File: config.mk
export PLATFORM = sky130hd
export DESIGN_NAME = uart_rx_flat
export DESIGN_NICKNAME = d
export VERILOG_FILES = /design/src/rtl/uart_rx_pkg.sv /design/src/rtl/uart_rx_if.sv /design/src/rtl/uart_rx_sync_fifo.sv /design/src/rtl/uart_rx.sv /design/src/flat_wrapper.sv
export SDC_FILE = /design/constraint.sdc
export NUM_CORES = 1
export LEC_CHECK = 0
export ABC_AREA = 1
export BUFFER_PORTS_ARGS = -buffer_cell sky130_fd_sc_hd__buf_2
export CAP_MARGIN = 40
export CORE_ASPECT_RATIO = 0.75
export CORE_MARGIN = 2
export CORE_UTILIZATION = 35
export DETAILED_ROUTE_END_ITERATION = 12
export PLACE_DENSITY = 0.61
export SLEW_MARGIN = 20
export SYNTH_ARGS = -nofsm -noshare
export SYNTH_HDL_FRONTEND = slang
export SYNTH_SLANG_ARGS = --single-unit
File: constraint.sdc
create_clock -name clk -period 2.5 [get_ports clk]
set_input_delay 0.25 -clock clk [delete_from_list [all_inputs] [get_ports clk]]
set_output_delay 0.25 -clock clk [all_outputs]
set_load 0.02 [all_outputs]
File: src/rtl/uart_rx_pkg.sv
// Shared constants and types for the UART receiver: bit timing, MMIO map, FSM states.
package uart_rx_pkg;

  localparam int          UART_CLKS_PER_BIT = 68;
  localparam logic [31:0] UART_RX_DATA      = 32'h8000_000C;
  localparam logic [31:0] UART_RX_STAT      = 32'h8000_0010;

  typedef enum logic [1:0] {
    RX_IDLE,
    RX_START,
    RX_DATA,
    RX_STOP
  } uart_rx_state_t;

endpackage

File: src/rtl/uart_rx_if.sv
// CPU-facing side of the UART receiver: pop/clear strobes in, FIFO head and status out.
interface uart_rx_if #(
  parameter int FIFO_DEPTH = 4
);

  logic                          rd_en;
  logic                          err_clr;
  logic [7:0]                    rd_data;
  logic                          rx_avail;
  logic [$clog2(FIFO_DEPTH):0]   rx_count;
  logic                          frame_err;
  logic                          overrun;

  modport master (
    output rd_en, err_clr,
    input  rd_data, rx_avail, rx_count, frame_err, overrun
  );

  modport slave (
    input  rd_en, err_clr,
    output rd_data, rx_avail, rx_count, frame_err, overrun
  );

endinterface

File: src/rtl/uart_rx_sync_fifo.sv
// Show-ahead synchronous FIFO with an explicit occupancy count; head is readable without a pop.
module sync_fifo #(
  parameter int WIDTH = 8,
  parameter int DEPTH = 4
) (
  input  logic                       clk,
  input  logic                       rst_n,
  input  logic                       wr_en,
  input  logic [WIDTH-1:0]           wr_data,
  input  logic                       rd_en,
  output logic [WIDTH-1:0]           rd_data,
  output logic [$clog2(DEPTH):0]     count,
  output logic                       full,
  output logic                       empty
);

  localparam int PW = $clog2(DEPTH);
  localparam int CW = PW + 1;

  logic [WIDTH-1:0] mem_q [DEPTH];
  logic [PW-1:0]    wr_ptr_q, wr_ptr_d;
  logic [PW-1:0]    rd_ptr_q, rd_ptr_d;
  logic [CW-1:0]    count_q, count_d;
  logic             do_push, do_pop;

  // A simultaneous pop frees the slot, so a write into a full FIFO still succeeds.
  always_comb begin
    do_pop   = rd_en && (count_q != '0);
    do_push  = wr_en && ((count_q != CW'(DEPTH)) || do_pop);
    wr_ptr_d = do_push ? wr_ptr_q + PW'(1) : wr_ptr_q;
    rd_ptr_d = do_pop ? rd_ptr_q + PW'(1) : rd_ptr_q;
    count_d  = count_q;
    if (do_push && !do_pop) begin
      count_d = count_q + CW'(1);
    end else if (!do_push && do_pop) begin
      count_d = count_q - CW'(1);
    end
  end

  always_ff @(posedge clk) begin
    if (!rst_n) begin
      wr_ptr_q <= '0;
      rd_ptr_q <= '0;
      count_q  <= '0;
    end else begin
      wr_ptr_q <= wr_ptr_d;
      rd_ptr_q <= rd_ptr_d;
      count_q  <= count_d;
    end
  end

  always_ff @(posedge clk) begin
    if (do_push) begin
      mem_q[wr_ptr_q] <= wr_data;
    end
  end

  assign full    = (count_q == CW'(DEPTH));
  assign empty   = (count_q == '0);
  assign count   = count_q;
  assign rd_data = empty ? '0 : mem_q[rd_ptr_q];

endmodule

File: src/rtl/uart_rx.sv
// 8N1 UART receiver: synchronise rx, mid-bit sample LSB first, queue bytes in a show-ahead FIFO.
module uart_rx
  import uart_rx_pkg::*;
#(
  parameter int CLKS_PER_BIT = UART_CLKS_PER_BIT,
  parameter int FIFO_DEPTH   = 4
) (
  input  logic       clk,
  input  logic       rst_n,
  input  logic       rx,
  uart_rx_if.slave   bus
);

  localparam int               CNT_W   = $clog2(CLKS_PER_BIT);
  localparam int               CW      = $clog2(FIFO_DEPTH) + 1;
  localparam logic [CNT_W-1:0] HALF_M1 = CNT_W'(CLKS_PER_BIT / 2 - 1);
  localparam logic [CNT_W-1:0] FULL_M1 = CNT_W'(CLKS_PER_BIT - 1);

  logic             sync1_q, rx_s_q, rx_prev_q;
  uart_rx_state_t   state_q, state_d;
  logic [CNT_W-1:0] cnt_q, cnt_d;
  logic [2:0]       bit_idx_q, bit_idx_d;
  logic [7:0]       data_q, data_d;
  logic             frame_err_q, frame_err_d;
  logic             overrun_q, overrun_d;
  logic             push, frame_set, overrun_set;
  logic             fifo_full, fifo_empty;
  logic [CW-1:0]    fifo_count;

  always_comb begin
    state_d   = state_q;
    cnt_d     = cnt_q;
    bit_idx_d = bit_idx_q;
    data_d    = data_q;
    push      = 1'b0;
    frame_set = 1'b0;
    case (state_q)
      RX_IDLE: begin
        // Edge-triggered start so a held-low break cannot re-arm reception.
        if (rx_prev_q && !rx_s_q) begin
          state_d = RX_START;
          cnt_d   = '0;
        end
      end
      RX_START: begin
        if (cnt_q == HALF_M1) begin
          cnt_d = '0;
          if (!rx_s_q) begin
            state_d   = RX_DATA;
            bit_idx_d = '0;
          end else begin
            state_d = RX_IDLE;
          end
        end else begin
          cnt_d = cnt_q + CNT_W'(1);
        end
      end
      RX_DATA: begin
        if (cnt_q == FULL_M1) begin
          cnt_d             = '0;
          data_d[bit_idx_q] = rx_s_q;
          bit_idx_d         = bit_idx_q + 3'd1;
          if (bit_idx_q == 3'd7) begin
            state_d = RX_STOP;
          end
        end else begin
          cnt_d = cnt_q + CNT_W'(1);
        end
      end
      RX_STOP: begin
        if (cnt_q == FULL_M1) begin
          cnt_d     = '0;
          state_d   = RX_IDLE;
          push      = rx_s_q;
          frame_set = !rx_s_q;
        end else begin
          cnt_d = cnt_q + CNT_W'(1);
        end
      end
      default: state_d = RX_IDLE;
    endcase
  end

  // A pop in the same cycle makes room, so only an unserviced full FIFO drops the byte.
  always_comb begin
    overrun_set = push && fifo_full && !bus.rd_en;
    frame_err_d = (frame_err_q && !bus.err_clr) || frame_set;
    overrun_d   = (overrun_q && !bus.err_clr) || overrun_set;
  end

  always_ff @(posedge clk) begin
    if (!rst_n) begin
      sync1_q     <= 1'b1;
      rx_s_q      <= 1'b1;
      rx_prev_q   <= 1'b1;
      state_q     <= RX_IDLE;
      cnt_q       <= '0;
      bit_idx_q   <= '0;
      data_q      <= '0;
      frame_err_q <= 1'b0;
      overrun_q   <= 1'b0;
    end else begin
      sync1_q     <= rx;
      rx_s_q      <= sync1_q;
      rx_prev_q   <= rx_s_q;
      state_q     <= state_d;
      cnt_q       <= cnt_d;
      bit_idx_q   <= bit_idx_d;
      data_q      <= data_d;
      frame_err_q <= frame_err_d;
      overrun_q   <= overrun_d;
    end
  end

  sync_fifo #(
    .WIDTH (8),
    .DEPTH (FIFO_DEPTH)
  ) u_fifo (
    .clk     (clk),
    .rst_n   (rst_n),
    .wr_en   (push),
    .wr_data (data_q),
    .rd_en   (bus.rd_en),
    .rd_data (bus.rd_data),
    .count   (fifo_count),
    .full    (fifo_full),
    .empty   (fifo_empty)
  );

  assign bus.rx_avail  = !fifo_empty;
  assign bus.rx_count  = fifo_count;
  assign bus.frame_err = frame_err_q;
  assign bus.overrun   = overrun_q;

endmodule

File: src/flat_wrapper.sv
// flat-port wrapper written by rule: the top's interface ports become plain ports
module uart_rx_flat import uart_rx_pkg::*;
#(
  parameter int CLKS_PER_BIT = UART_CLKS_PER_BIT,
  parameter int FIFO_DEPTH   = 4
)
  (clk, rst_n, rx, bus_rd_en, bus_err_clr, bus_rd_data, bus_rx_avail, bus_rx_count, bus_frame_err, bus_overrun);
  uart_rx_if #(.FIFO_DEPTH(FIFO_DEPTH)) bus_i ();
  input  logic clk;
  input  logic rst_n;
  input  logic rx;
  input wire logic [$bits(bus_i.rd_en)-1:0] bus_rd_en;
  input wire logic [$bits(bus_i.err_clr)-1:0] bus_err_clr;
  output wire logic [$bits(bus_i.rd_data)-1:0] bus_rd_data;
  output wire logic [$bits(bus_i.rx_avail)-1:0] bus_rx_avail;
  output wire logic [$bits(bus_i.rx_count)-1:0] bus_rx_count;
  output wire logic [$bits(bus_i.frame_err)-1:0] bus_frame_err;
  output wire logic [$bits(bus_i.overrun)-1:0] bus_overrun;
  assign bus_i.rd_en = bus_rd_en;
  assign bus_i.err_clr = bus_err_clr;
  assign bus_rd_data = bus_i.rd_data;
  assign bus_rx_avail = bus_i.rx_avail;
  assign bus_rx_count = bus_i.rx_count;
  assign bus_frame_err = bus_i.frame_err;
  assign bus_overrun = bus_i.overrun;
  uart_rx #(.CLKS_PER_BIT(CLKS_PER_BIT), .FIFO_DEPTH(FIFO_DEPTH)) u_core (.clk(clk), .rst_n(rst_n), .rx(rx), .bus(bus_i));
endmodule
==> qor.yml <==
status: "completed"
synthSimpleGateAreaFrac_pct: 24.67
worst_ir_drop_vdd_mv: 0.3431
path_cells: "ha_2, nand2_1, inv_2, nand3_4, inv_2, nand3_4, inv_2, ha_1, inv_1, fa_1, nor2_1, nor2_1, nand2_1, o21ai_0, a21oi_1"
skew_ns: 0.008723
clk_latency_ns: 0.32
cp_common_cell: "inv_2"
cts_setup_buffers: 0
rr_startpoint: "u_core.cnt_q[1]"
ctsRootBufferMaster: "clkbuf_16"
ys_top_cells_by_area: "edfxtp_1 (32%), dfxtp_1 (23%), nor2_1 (8.0%)"
synthToLayoutAreaGrowth_pct: 17.73
portBuffers: 18
antenna_cells: 0
share_comb_of_total_power_pct: 17.3
clock.fmax_ghz: 0.4463
setup_viol: 0
num_vias: 2238
avgRoutedWirePerCell_um: 12.10
start_kind: "register"
path_max_fanout: 7
row_count: 29
clkTransAtPathRegs_ns: 0.06
netlist_area_um2: 3013
grt_pass1_wl_um: 10160
hold_depth: 2
viasPerCell: 4.643
yosysWarnings: 0
synth_seq_cells: 66
crit_type: "reg2reg"
arrival_ns: 2.49
cts-buffers-inserted: 9
cts_tree: "built"
synth_cells: 343
utilization_pct: 42.14
end_kind: "register"
cp-endpoint: "u_core.u_fifo.count[2]"
first_global_vias: 2073
syn_area_per_cell_um2: 8.784
worstMarginPinSlew_ns: 0.6387
ys_seq_area_share_pct: 54.49
cp_slowest_cell: "dfxtp_1"
ant_nets: 0
maxCapViolations: 0
drc_errors: 0
dr.pass1.iters: 4
syn_nets: 358
report.final.slew_viol_count: 0
synthAdderAreaFrac_pct: 4.402
die_area_um2: 9374
required_ns: 2.75
post-route-period-util_pct: 89.63
synth_top_family_by_area: "simple AND/OR/NAND/NOR gates"
rsz0062_at_grt: "no"
gr-total-overflow: 0
gp_congestion: 0.8050
core_area_um2: 8418
final_common_cell: "nor2_1"
nets: 384
synth_top_area_share_pct: 31.89
yosys-mux-area-fraction_pct: 0
worst_path_largest_cell_delay_ns: 0.37
cts.sinks: 66
p_sw_uw: 897.5
cp-startpoint: "u_core.cnt_q[1]"
die_h_um: 84.35
tns_ns: 0
synth-compound-area-share_pct: 9.801
ios: 19
synth.distinct_cells: 28
p_int_uw: 2120
clk_path_buf_depth: 2
wl_um: 5834
drt_iter0_drc: 106
hold_viol_final: 0
power_density_nw_per_um2: 850.7
p_sw_share_pct: 29.74
worstReg2RegEnd: "u_core.u_fifo.count[2]"
hp-class: "in2reg"
rr_worst_depth: 15
hpwl_um: 3922
grt_antenna_before_repair: 0
fin_crit_ns: 2.241
grt.total_usage_pct: 13.63
leakagePower_uw: 0.001465
grt_max_degree: 22
r2r_slack_ns: 0.26
pwr-share-seq_pct: 41.1
htreeDepth: 3
drive_gt1_share_pct: 18.18
clock_power_share_pct: 41.5
maxSlewHeadroom_pct: 57.36
initial_utilization_pct: 35.79
layout_common_cells: "nor2_1 (64), nand2_1 (53), inv_1 (36), dfxtp_1 (33), edfxtp_1 (32)"
synth_largest_area_cell: "edfxtp_1"
synth-xor-area-share_pct: 0
die_w_um: 111.1
==> worst min path at each step <==
stage,start,end
after CTS,rx,u_core.sync1_q
final,rx,u_core.sync1_q
after global routing,rx,u_core.sync1_q
after detailed placement,u_core.sync1_q,u_core.rx_s_q
after global placement,u_core.sync1_q,u_core.rx_s_q
after floorplan,rst_n,u_core.rx_prev_q
==> kinds of logic (layout without fill, tap and decap cells) <==
logic type | count (synthesis) | in the layout
and+or+nand+nor | 157 | 157
DFF | 66 | 66
AOI/OAI and AO/OA | 58 | 58
buffers and inverters | 52 | 83
adders and majority gates | 10 | 10
==> metrics by stage <==
stage	hold slack [ns]	power [uW]	area (um^2)	cells	worst slack, ns
after floorplan	0.3535	1616	3013	343	0.3984
after global placement	0.4005	1782	3241	466	0.2652
after detailed placement	0.4012	1790	3241	466	0.1738
after CTS	0.1044	3046	3543	482	0.1476
after global routing	0.1164	3181	3547	482	0.04727
final	0.1130	3018	3547	482	0.2593
==> sequential cells by signal, summed over array words and instances (netlist names), named ones only <==
| signal | cells |
|---|---|
| u_core.bit_idx_q | 3 |
| u_core.rx_s_q | 1 |
| u_core.bus.frame_err | 1 |
| u_core.u_fifo.mem_q | 32 |
| u_core.u_fifo.count | 3 |
| u_core.sync1_q | 1 |
| u_core.rx_prev_q | 1 |
| u_core.data_q | 8 |
| u_core.u_fifo.rd_ptr_q | 2 |
| u_core.cnt_q | 7 |
| u_core.bus.overrun | 1 |
| u_core.state_q | 1 |
| u_core.u_fifo.wr_ptr_q | 2 |
==> routing by layer <==
layer	vias to the layer above	track usage (%)	share of wire [%]	wire length, um
met5	-	0	0	0
met4	0	3.030	0.38	22
met3	2	4.693	2.9	172
met2	24	20.80	44	2595
met1	1036	18.93	52	3044
li1	1176	-	-	-
==> cells in the mapped netlist <==
| library cell | count |
|---|---|
| inv_1 | 37 |
| nand3_1 | 12 |
| o21ai_1 | 1 |
| o21bai_1 | 1 |
| inv_2 | 7 |
| nor3_1 | 1 |
| nor2_1 | 64 |
| nand3_2 | 1 |
| nand3_4 | 2 |
| clkbuf_1 | 4 |
| edfxtp_1 | 32 |
| buf_2 | 4 |
| nand2_1 | 53 |
| nor2_2 | 3 |
| dfxtp_1 | 34 |
| fa_1 | 1 |
| o31ai_1 | 1 |
| ha_1 | 9 |
| nor2_4 | 3 |
| nand4_1 | 4 |
| nor3_4 | 1 |
| nand4_2 | 1 |
| nand3b_1 | 4 |
| a21oi_1 | 27 |
| o21ai_0 | 28 |
| nor3_2 | 2 |
| or2_2 | 3 |
| nand2_2 | 3 |
==> worst max-delay path, delay by kind of cell (launching register included) <==
family                     cells  cell delay, ns
and+or+nand+nor                6            0.51
DFF                            1            0.37
buffers and inverters          4            0.34
AOI/OAI and AO/OA              2            0.21
adders and majority gates      3            0.74
==> layout make-up <==
type	instances	area (um^2)
Timing Repair Buffer	23	127.6
Sequential cell	66	1643
Clock buffer	9	225.2
Multi-Input combinational cell	225	1174
Tap cell	108	135.1
Clock inverter	7	77.57
Fill cell	822	4871
Inverter	44	165.2
==> power by group through the flow <==
stage                     clock [uW]  combinational [uW]  sequential [uW]
after floorplan                    0                 372             1240
after global placement             0                 521             1260
after detailed placement           0                 526             1260
after CTS                       1280                 529             1240
after global routing            1330                 597             1250
final                           1250                 524             1240
==> repair_timing <==
item                       4_1_cts  5_1_grt
hold endpoints to repair         0        0
hold buffers                     0        0
resized for setup                0        3
setup endpoints to repair        0        1
Note: power is estimated with default switching activity, not from simulation.
